==> config.mk <==
export PLATFORM = sky130hd
export DESIGN_NAME = fetch_sequencer
export DESIGN_NICKNAME = d
export VERILOG_FILES = /design/src/rtl/fetch_sequencer.sv
export SDC_FILE = /design/constraint.sdc
export NUM_CORES = 1
export LEC_CHECK = 0
export ABC_AREA = 0
export ABC_CLOCK_PERIOD_IN_PS = 2500
export BUFFER_PORTS_ARGS = -buffer_cell sky130_fd_sc_hd__buf_2
export CAP_MARGIN = 30
export CORE_AREA = 2 2 84 86
export CTS_BUF_LIST = sky130_fd_sc_hd__clkbuf_4
export DETAILED_ROUTE_END_ITERATION = 10
export DIE_AREA = 0 0 86 88
export GPL_TIMING_DRIVEN = 1
export PLACE_DENSITY = 0.89
export SLEW_MARGIN = 25
export SYNTH_ARGS = -nofsm -noshare
export SYNTH_HDL_FRONTEND = slang
export SYNTH_SLANG_ARGS = --single-unit
==> constraint.sdc <==
create_clock -name clk -period 2.5 [get_ports clk]
set_clock_uncertainty 0.15 [all_clocks]
set_input_delay 0.5 -clock clk [delete_from_list [all_inputs] [get_ports clk]]
set_output_delay 0.5 -clock clk [all_outputs]
set_load 0.02 [all_outputs]
==> src/rtl/fetch_sequencer.sv <==
// Multi-cycle fetch/execute/memory/write-back sequencer.
// Owns the program counter and issues datapath strobes.
module fetch_sequencer #(
  parameter int unsigned     PC_W        = 16,
  parameter logic [PC_W-1:0] START_PC    = '0,
  parameter int unsigned     MEM_TIMEOUT = 15
) (
  input  logic            clk,
  input  logic            rst_n,
  input  logic            start,
  input  logic [3:0]      opcode,
  input  logic [1:0]      format,
  input  logic [PC_W-1:0] jmp_loc,
  input  logic            flag_eq,
  input  logic            flag_lt,
  input  logic            mem_ack,
  output logic [PC_W-1:0] pc,
  output logic [3:0]      ir_opcode,
  output logic            alu_en,
  output logic            reg_we,
  output logic            mem_req,
  output logic            mem_we,
  output logic            busy,
  output logic            done,
  output logic            err,
  output logic [15:0]     retired
);

  typedef enum logic [2:0] {
    S_IDLE, S_FETCH, S_EXEC, S_MEM,
    S_WB, S_HALTED, S_ERROR
  } state_t;

  localparam logic [3:0] OP_JMP = 4'h2;
  localparam logic [3:0] OP_STR = 4'h3;
  localparam logic [3:0] OP_BNE = 4'hA;
  localparam logic [3:0] OP_BEQ = 4'hB;
  localparam logic [3:0] OP_BLT = 4'hC;
  localparam logic [3:0] OP_HLT = 4'hE;

  localparam logic [7:0] CNT_LAST =
    8'(MEM_TIMEOUT - 1);

  function automatic logic is_alu(
    input logic [3:0] op);
    return op inside {4'h4, 4'h5, 4'h6,
      4'h7, 4'h8, 4'h9, 4'hD};
  endfunction

  function automatic logic is_ld(
    input logic [3:0] op);
    return op inside {4'h0, 4'h1};
  endfunction

  function automatic logic is_br(
    input logic [3:0] op);
    return op inside {OP_BNE, OP_BEQ, OP_BLT};
  endfunction

  state_t          state_q, state_d;
  logic [PC_W-1:0] pc_q, pc_d, pc_inc;
  logic [PC_W-1:0] tgt_q, tgt_d;
  logic [3:0]      ir_q, ir_d;
  logic [1:0]      fmt_q, fmt_d;
  logic [7:0]      cnt_q, cnt_d;
  logic [15:0]     ret_q;
  logic            ret_inc;
  logic            taken;
  logic alu_en_q, reg_we_q, mem_req_q;
  logic mem_we_q, busy_q, done_q, err_q;

  assign pc_inc = pc_q + PC_W'(1);

  assign taken =
    (ir_q == OP_BNE && !flag_eq) ||
    (ir_q == OP_BEQ &&  flag_eq) ||
    (ir_q == OP_BLT &&  flag_lt);

  always_comb begin
    state_d = state_q;
    pc_d    = pc_q;
    tgt_d   = tgt_q;
    ir_d    = ir_q;
    fmt_d   = fmt_q;
    cnt_d   = cnt_q;
    ret_inc = 1'b0;
    unique case (state_q)
      S_IDLE:
        if (start) state_d = S_FETCH;
      S_FETCH: begin
        ir_d    = opcode;
        tgt_d   = jmp_loc;
        fmt_d   = format;
        state_d = S_EXEC;
      end
      S_EXEC: begin
        unique case (1'b1)
          is_alu(ir_q):
            state_d = S_WB;
          is_ld(ir_q), ir_q == OP_STR: begin
            cnt_d   = '0;
            state_d = S_MEM;
          end
          ir_q == OP_JMP: begin
            pc_d    = tgt_q;
            state_d = S_FETCH;
            ret_inc = 1'b1;
          end
          is_br(ir_q): begin
            pc_d    = taken ? tgt_q : pc_inc;
            state_d = S_FETCH;
            ret_inc = 1'b1;
          end
          ir_q == OP_HLT: begin
            state_d = S_HALTED;
            ret_inc = 1'b1;
          end
          default: begin
            pc_d    = pc_inc;
            state_d = S_FETCH;
            ret_inc = 1'b1;
          end
        endcase
      end
      S_MEM: begin
        // ack on the final permitted cycle still completes
        if (mem_ack) begin
          if (is_ld(ir_q)) begin
            state_d = S_WB;
          end else begin
            pc_d    = pc_inc;
            state_d = S_FETCH;
            ret_inc = 1'b1;
          end
        end else if (cnt_q == CNT_LAST) begin
          state_d = S_ERROR;
        end else begin
          cnt_d = cnt_q + 8'd1;
        end
      end
      S_WB: begin
        pc_d    = pc_inc;
        state_d = S_FETCH;
        ret_inc = 1'b1;
      end
      default: ;
    endcase
  end

  // strobes are registered from the next state
  always_ff @(posedge clk or negedge rst_n) begin
    if (!rst_n) begin
      state_q   <= S_IDLE;
      pc_q      <= START_PC;
      tgt_q     <= '0;
      ir_q      <= '0;
      fmt_q     <= '0;
      cnt_q     <= '0;
      ret_q     <= '0;
      alu_en_q  <= 1'b0;
      reg_we_q  <= 1'b0;
      mem_req_q <= 1'b0;
      mem_we_q  <= 1'b0;
      busy_q    <= 1'b0;
      done_q    <= 1'b0;
      err_q     <= 1'b0;
    end else begin
      state_q   <= state_d;
      pc_q      <= pc_d;
      tgt_q     <= tgt_d;
      ir_q      <= ir_d;
      fmt_q     <= fmt_d;
      cnt_q     <= cnt_d;
      if (ret_inc && ret_q != 16'hFFFF)
        ret_q <= ret_q + 16'd1;
      alu_en_q  <= state_d == S_EXEC &&
                   (is_alu(ir_d) || is_br(ir_d));
      reg_we_q  <= state_d == S_WB;
      mem_req_q <= state_d == S_MEM;
      mem_we_q  <= state_d == S_MEM &&
                   ir_d == OP_STR;
      busy_q    <= state_d inside {S_FETCH,
                   S_EXEC, S_MEM, S_WB};
      done_q    <= state_d == S_HALTED;
      err_q     <= state_d == S_ERROR;
    end
  end

  assign pc        = pc_q;
  assign ir_opcode = ir_q;
  assign alu_en    = alu_en_q;
  assign reg_we    = reg_we_q;
  assign mem_req   = mem_req_q;
  assign mem_we    = mem_we_q;
  assign busy      = busy_q;
  assign done      = done_q;
  assign err       = err_q;
  assign retired   = ret_q;

endmodule

# After elaboration in Yosys (flattened, before gate mapping)

Index checks and enable logic that the tools add are counted.

Logic and storage cells: 104
Output and inout bits: 43
Input port bits: 28
Bits in registers: 70

Equal/unequal tests: 43
Reductions and logical operators: 25
Add/subtract/negate cells: 3
Mux-type cells: 20

Operator list:

| operator                                                        | count |
|---|---|
| 16-bit one-hot mux with 3 select lines                          | 2 |
| 4-bit == test, second input constant                            | 13 |
| 16-bit 2-to-1 mux                                               | 3 |
| 16-bit by 1-bit adder with 16-bit output, second input constant | 2 |
| 4-bit by 3-bit == test with 1-bit output, second input constant | 8 |
| 8-bit 2-to-1 mux                                                | 3 |
| 16-bit inequality test, second input constant                   | 1 |
| 8-bit one-hot mux with 2 select lines                           | 1 |
| 3-bit one-hot mux with 5 select lines                           | 1 |
| 7-bit nonzero test                                              | 2 |
| 3-bit by 2-bit == test with 1-bit output, second input constant | 4 |
| 3-bit == test, second input constant                            | 4 |
| 4-bit by 2-bit == test with 1-bit output, second input constant | 3 |
| 3-bit 2-to-1 mux                                                | 4 |
| 2-bit inequality test, second input constant                    | 6 |
| 3-bit one-hot mux with 3 select lines                           | 1 |
| 3-bit nonzero test                                              | 3 |
| 8-bit by 1-bit adder with 8-bit output, second input constant   | 1 |
| 8-bit by 4-bit == test with 1-bit output, second input constant | 1 |
| 4-bit AND reduction                                             | 2 |
| 3-bit by 1-bit == test with 1-bit output, second input constant | 2 |
| 1-bit logical AND                                               | 6 |
| 4-bit by 1-bit == test with 1-bit output, second input constant | 1 |
| 4-bit zero test                                                 | 1 |
| 11 further kinds                                                | 16 |

# Logic depth before layout (Yosys ltp)

Word-level depth: 7
Mapped depth: 9
Mapped depth without buffers: 8

# Least setup slack after synthesis

Ideal clock, no wire load.

Path kind: register to register
Start: register ir_q[1], in the netlist ir_opcode[1]
End: register alu_en_q, in the netlist alu_en
Path slack: 0.318 ns
Required time: 2.239 ns
Path buffers: 1
Library setup time: 0.111 ns
Period minus slack after synthesis: 2.182 ns
Data arrival time: 1.921 ns
Stages on the path, launching flop included: 8
Cells stage by stage: dfrtp_1 -> buf_6 -> or3_4 -> a41oi_2 -> nand2_2 -> o21ai_2 -> nand2_1 -> a2111oi_2

Word-level cells in the longest chain between the ends: 7
Elaborated cells between the ends (all ways): 34
Those cells by class: eq/ne (21); mux (5); reduce/logical (8)

RTL lines:

| item                                                                               | line    | source |
|---|---|---|
| start, declared                                                                    | 63      | `logic [3:0] ir_q, ir_d;` |
| start signal, assigned                                                             | 171     | `ir_q <= ir_d;` |
| 4-bit by 1-bit == test with 1-bit output / 4-bit zero test (equally long branches) | 52      | `return op inside {4'h0, 4'h1};` |
| 2-bit nonzero test                                                                 | 52      |  |
| 2-bit OR reduction / 3-bit 2-to-1 mux (equally long branches)                      | --      |  |
| 3-bit one-hot mux with 3 select lines / 3-bit 2-to-1 mux (equally long branches)   | 97, 127 |  |
| 3-bit one-hot mux with 5 select lines                                              | 87      | `unique case (state_q)` |
| 3-bit by 2-bit == test with 1-bit output                                           | 176     | `alu_en_q <= state_d == S_EXEC &&` |
| 1-bit logical AND (*)                                                              | 176     |  |
| end signal, assigned                                                               | 176     |  |
| end, declared                                                                      | 69      | `logic alu_en_q, reg_we_q, mem_req_q;` |

Every way passes the cells marked *; elsewhere a longest branch is shown, timed or not.
A chain may end at the register's enable or synchronous reset.

# Final worst setup path

Start: register state_q[1]
End: register pc_q[13], in the netlist pc[13]

Word-level cells in the longest chain between the ends: 3
Elaborated cells between the ends (all ways): 9
Those cells by class: eq/ne (6); mux (1); reduce/logical (2)

RTL lines:

| item                                                                                | line | source |
|---|---|---|
| start, declared                                                                     | 60   | `state_t state_q, state_d;` |
| start signal, assigned                                                              | 168  | `state_q <= state_d;` |
| 3-bit by 2-bit == test with 1-bit output / 3-bit == test (equally long branches)    | 87   |  |
| 2-bit inequality test (no source line) / 3-bit nonzero test (equally long branches) | --   |  |
| 4-bit AND reduction (no source line)                                                | --   |  |
| end signal, assigned                                                                | 169  | `pc_q <= pc_d;` |
| end, declared                                                                       | 61   | `logic [PC_W-1:0] pc_q, pc_d, pc_inc;` |

Parallel ways exist; a longest one is shown, timed or not.

==> results.yml <==
power:
  p_total_mw: 1.79
  cellLeakagePower_nw: 2.17
  p_per_area_mw_per_mm2: 424
  seq_power_share: 0.638
  power_switching_uw: 432
  internal_power_mw: 1.35
  p_clk_frac: 0.332
  ir_drop_v: 0.000227
  switching_share: 0.242
  comb_power_share: 0.030
final_layout:
  antenna_cells: 0
  fin_nets: 469
  area_growth_pct: 15.3
  drive_gt1_frac: 0.293
route:
  ant_nets: 0
  wl_mm: 7.96
  drtIter0Drc: 156
  drc: 0
  wl_per_cell_um: 15.3
  vias_per_cell: 5.78
  num_vias: 3009
  first_pass_iters: 4
die:
  num_rows: 30
  io_pins: 71
  initial_core_util: 0.550
  fp.dieW_um: 86
  dieArea_mm2: 0.00757
  die_y_um: 88
  core_mm2: 0.00664
worst_setup_path:
  crit_path_frequent_cell: "a21oi_1"
  path_cells: "nor3b_1 > a211o_1 > buf_4 > o21ai_0 > a21oi_1 > a21oi_1"
  required_ns: 2.65
  critPathMaxStageDelay_ns: 0.55
  start_kind: "flop"
  path_max_fanout: 26
  crit_slowest_cell: "dfrtp_1"
  cp-end-kind: "flop"
  worstRegToRegCells: 6
  arrival_ns: 2.48
  worst-setup-path-type: "flop to flop"
global_route:
  grt_max_degree: 71
  grt_use_total: 0.218
  antenna_found_initial: 0
  grt_pass1_wl_mm: 13.1
  grt.overflow.total: 0
  grt_pass1_vias: 2876
placed_design:
  numPortBuffers: 68
  hpwl_mm: 5.66
  gp_congestion: 0.914
yosys:
  yosysTopAreaCell: "dfrtp_1"
  ys.warnings.count: 0
  syn_nets: 395
  synth_top_area_frac: 0.480
  synthDistinctLibCells: 57
  ys_seq_area_frac: 0.480
  yosys-top-cells-area: "dfrtp_1 (48%), mux2_2 (5.9%), a21oi_1 (4.5%), nand2_1 (3.7%), nand3_1 (3.7%)"
  synth_edf_count: 0
  postSynthCellCount: 363
  yosysMostFrequentCell: "dfrtp_1"
  async_flop_share: 1.00
  synthesis.area_mm2: 0.00365
  ys_seq_elements: 70
  synth_ff_type: "dfrtp_1"
  avgSynthCellArea_um2: 10.1
  synthTopCellsByCount: "dfrtp_1 (70), nand2_1 (36), a21oi_1 (33)"
timing:
  maxSlewViolCount: 0
  fmax_ghz: 0.428
  tightest_slew_ns: 0.473
  hold_viol_final: 0
  period_share: 0.934
  fin_crit_ns: 2.33
  grt_setup_unrepaired: "false"
  max_slew_margin: 0.684
  tns_ns: 0
  report.final.setup_viol: 0
hold_path:
  hold_path_class: "primary input to flop"
  hold_depth: 2
clock_network:
  cts_root_buf: "clkbuf_4"
  clk_pin_slew_ns: 0.12
  cts_tree: "done"
  clk_path_buf_depth: 2
  h-tree-depth: 3
  numClockSinks: 70
  cts_made_buffers: 9
  clk_latency_ns: 0.41
status:
  status: "finished clean"
run:
  maxCapViolations: 0
layer usage:
layer  vias to the layer above  share of wire  global-route usage
met5                         -              0                   0
met4                         0          0.018               0.105
met3                        18          0.045              0.0424
met2                        88           0.50               0.361
met1                      1441           0.44               0.275
li1                       1462              -                   -
final timing paths:
check | start | to | slack, ns
worst max-delay path | state_q[1] | pc[13] | 0.17
worst min-delay path | jmp_loc[15] | tgt_q[15] | 0.16
worst max register to register | state_q[1] | pc[13] | 0.17
worst min register to register | retired[6] | retired[6] | 0.36
max in group asynchronous | rst_n | cnt_q[3] | 1.42
min in group asynchronous | rst_n | tgt_q[4] | 0.47
state kept, by name (all words and copies together), names as in the netlist:
name       cells
mem_we         1
state_q        3
busy           1
err            1
pc            16
retired       16
mem_req        1
done           1
cnt_q          8
reg_we         1
ir_opcode      4
tgt_q         16
alu_en         1
layout make-up:
class	instances	area, um^2
fillers	550	2430
clock inverters	6	38.8
multi-input cells	264	1760
flip-flops and latches	70	1750
clock buffers	9	67.6
inverters	12	45.0
repair buffers	80	445
well taps	80	100
timing repair:
action / in CTS / in global routing
setup buffers: 0 / 1
hold buffers: 1 / 0
gates resized for setup: 0 / 1
hold endpoints to repair: 70 / 0
setup endpoints to repair: 0 / 1
cells by family after synthesis:
logic type               Yosys count  synth area share
adder cells (fa/ha/maj)            4            0.0137
AO/OA/AOI/OAI                     79             0.143
buffers and inverters             29            0.0456
flip-flops                        70             0.480
XOR/XNOR                          17            0.0408
multiplexers                      24            0.0723
AND/OR/NAND/NOR                  140             0.205
worst max-delay path: cells and delay by family (launching register included):
kind,cells,cell delay (ns)
flops,1,0.55
compound gates,4,0.72
simple gates,1,0.48
buf+inv,1,0.32
layout by cell type, fill, tap and decap left out, types with 2 or more instances in the layout:
cell type	Yosys	final
xor2_1	8	8
buf_2	7	68
buf_4	0	10
o21ai_2	2	2
clkinv_2	0	2
mux2i_1	5	5
nor4_1	3	3
inv_1	12	12
or3_1	6	6
a211o_1	2	2
o21a_1	3	3
nor2_1	16	16
nand3_1	27	27
a22o_1	2	2
nor3_1	8	8
dfrtp_1	70	70
nand2b_1	4	4
mux2_2	19	19
clkbuf_4	0	9
nor3b_1	3	3
o21ai_0	20	20
ha_1	4	4
nand2_1	36	36
a21oi_1	33	33
xnor2_1	9	9
nand4_1	8	8
a31oi_1	2	2
nor2b_1	5	4
and3_1	10	10
o22ai_1	2	2
power groups by stage:
stage / clock (mW) / combinational (mW) / sequential, mW
4_1_cts: 0.622 / 0.0554 / 1.14
6_report: 0.593 / 0.0532 / 1.14
2_1_floorplan: 0 / 0.00640 / 1.16
3_3_place_gp: 0 / 0.0525 / 1.16
5_1_grt: 0.666 / 0.0611 / 1.14
3_5_place_dp: 0 / 0.0543 / 1.16
through the flow:
step            util  area (um^2)  hold slack [ns]  worst slack, ns  instances
3_5_place_dp   0.613         4080            0.340            0.107        504
3_3_place_gp   0.613         4080            0.328            0.208        504
5_1_grt        0.634         4210            0.125          0.00659        521
2_1_floorplan      -         3650           0.0544            0.318        363
4_1_cts        0.631         4190            0.128           0.0668        520
6_report       0.634         4210            0.155            0.166        521
Note: power is estimated with default switching activity, not from simulation.
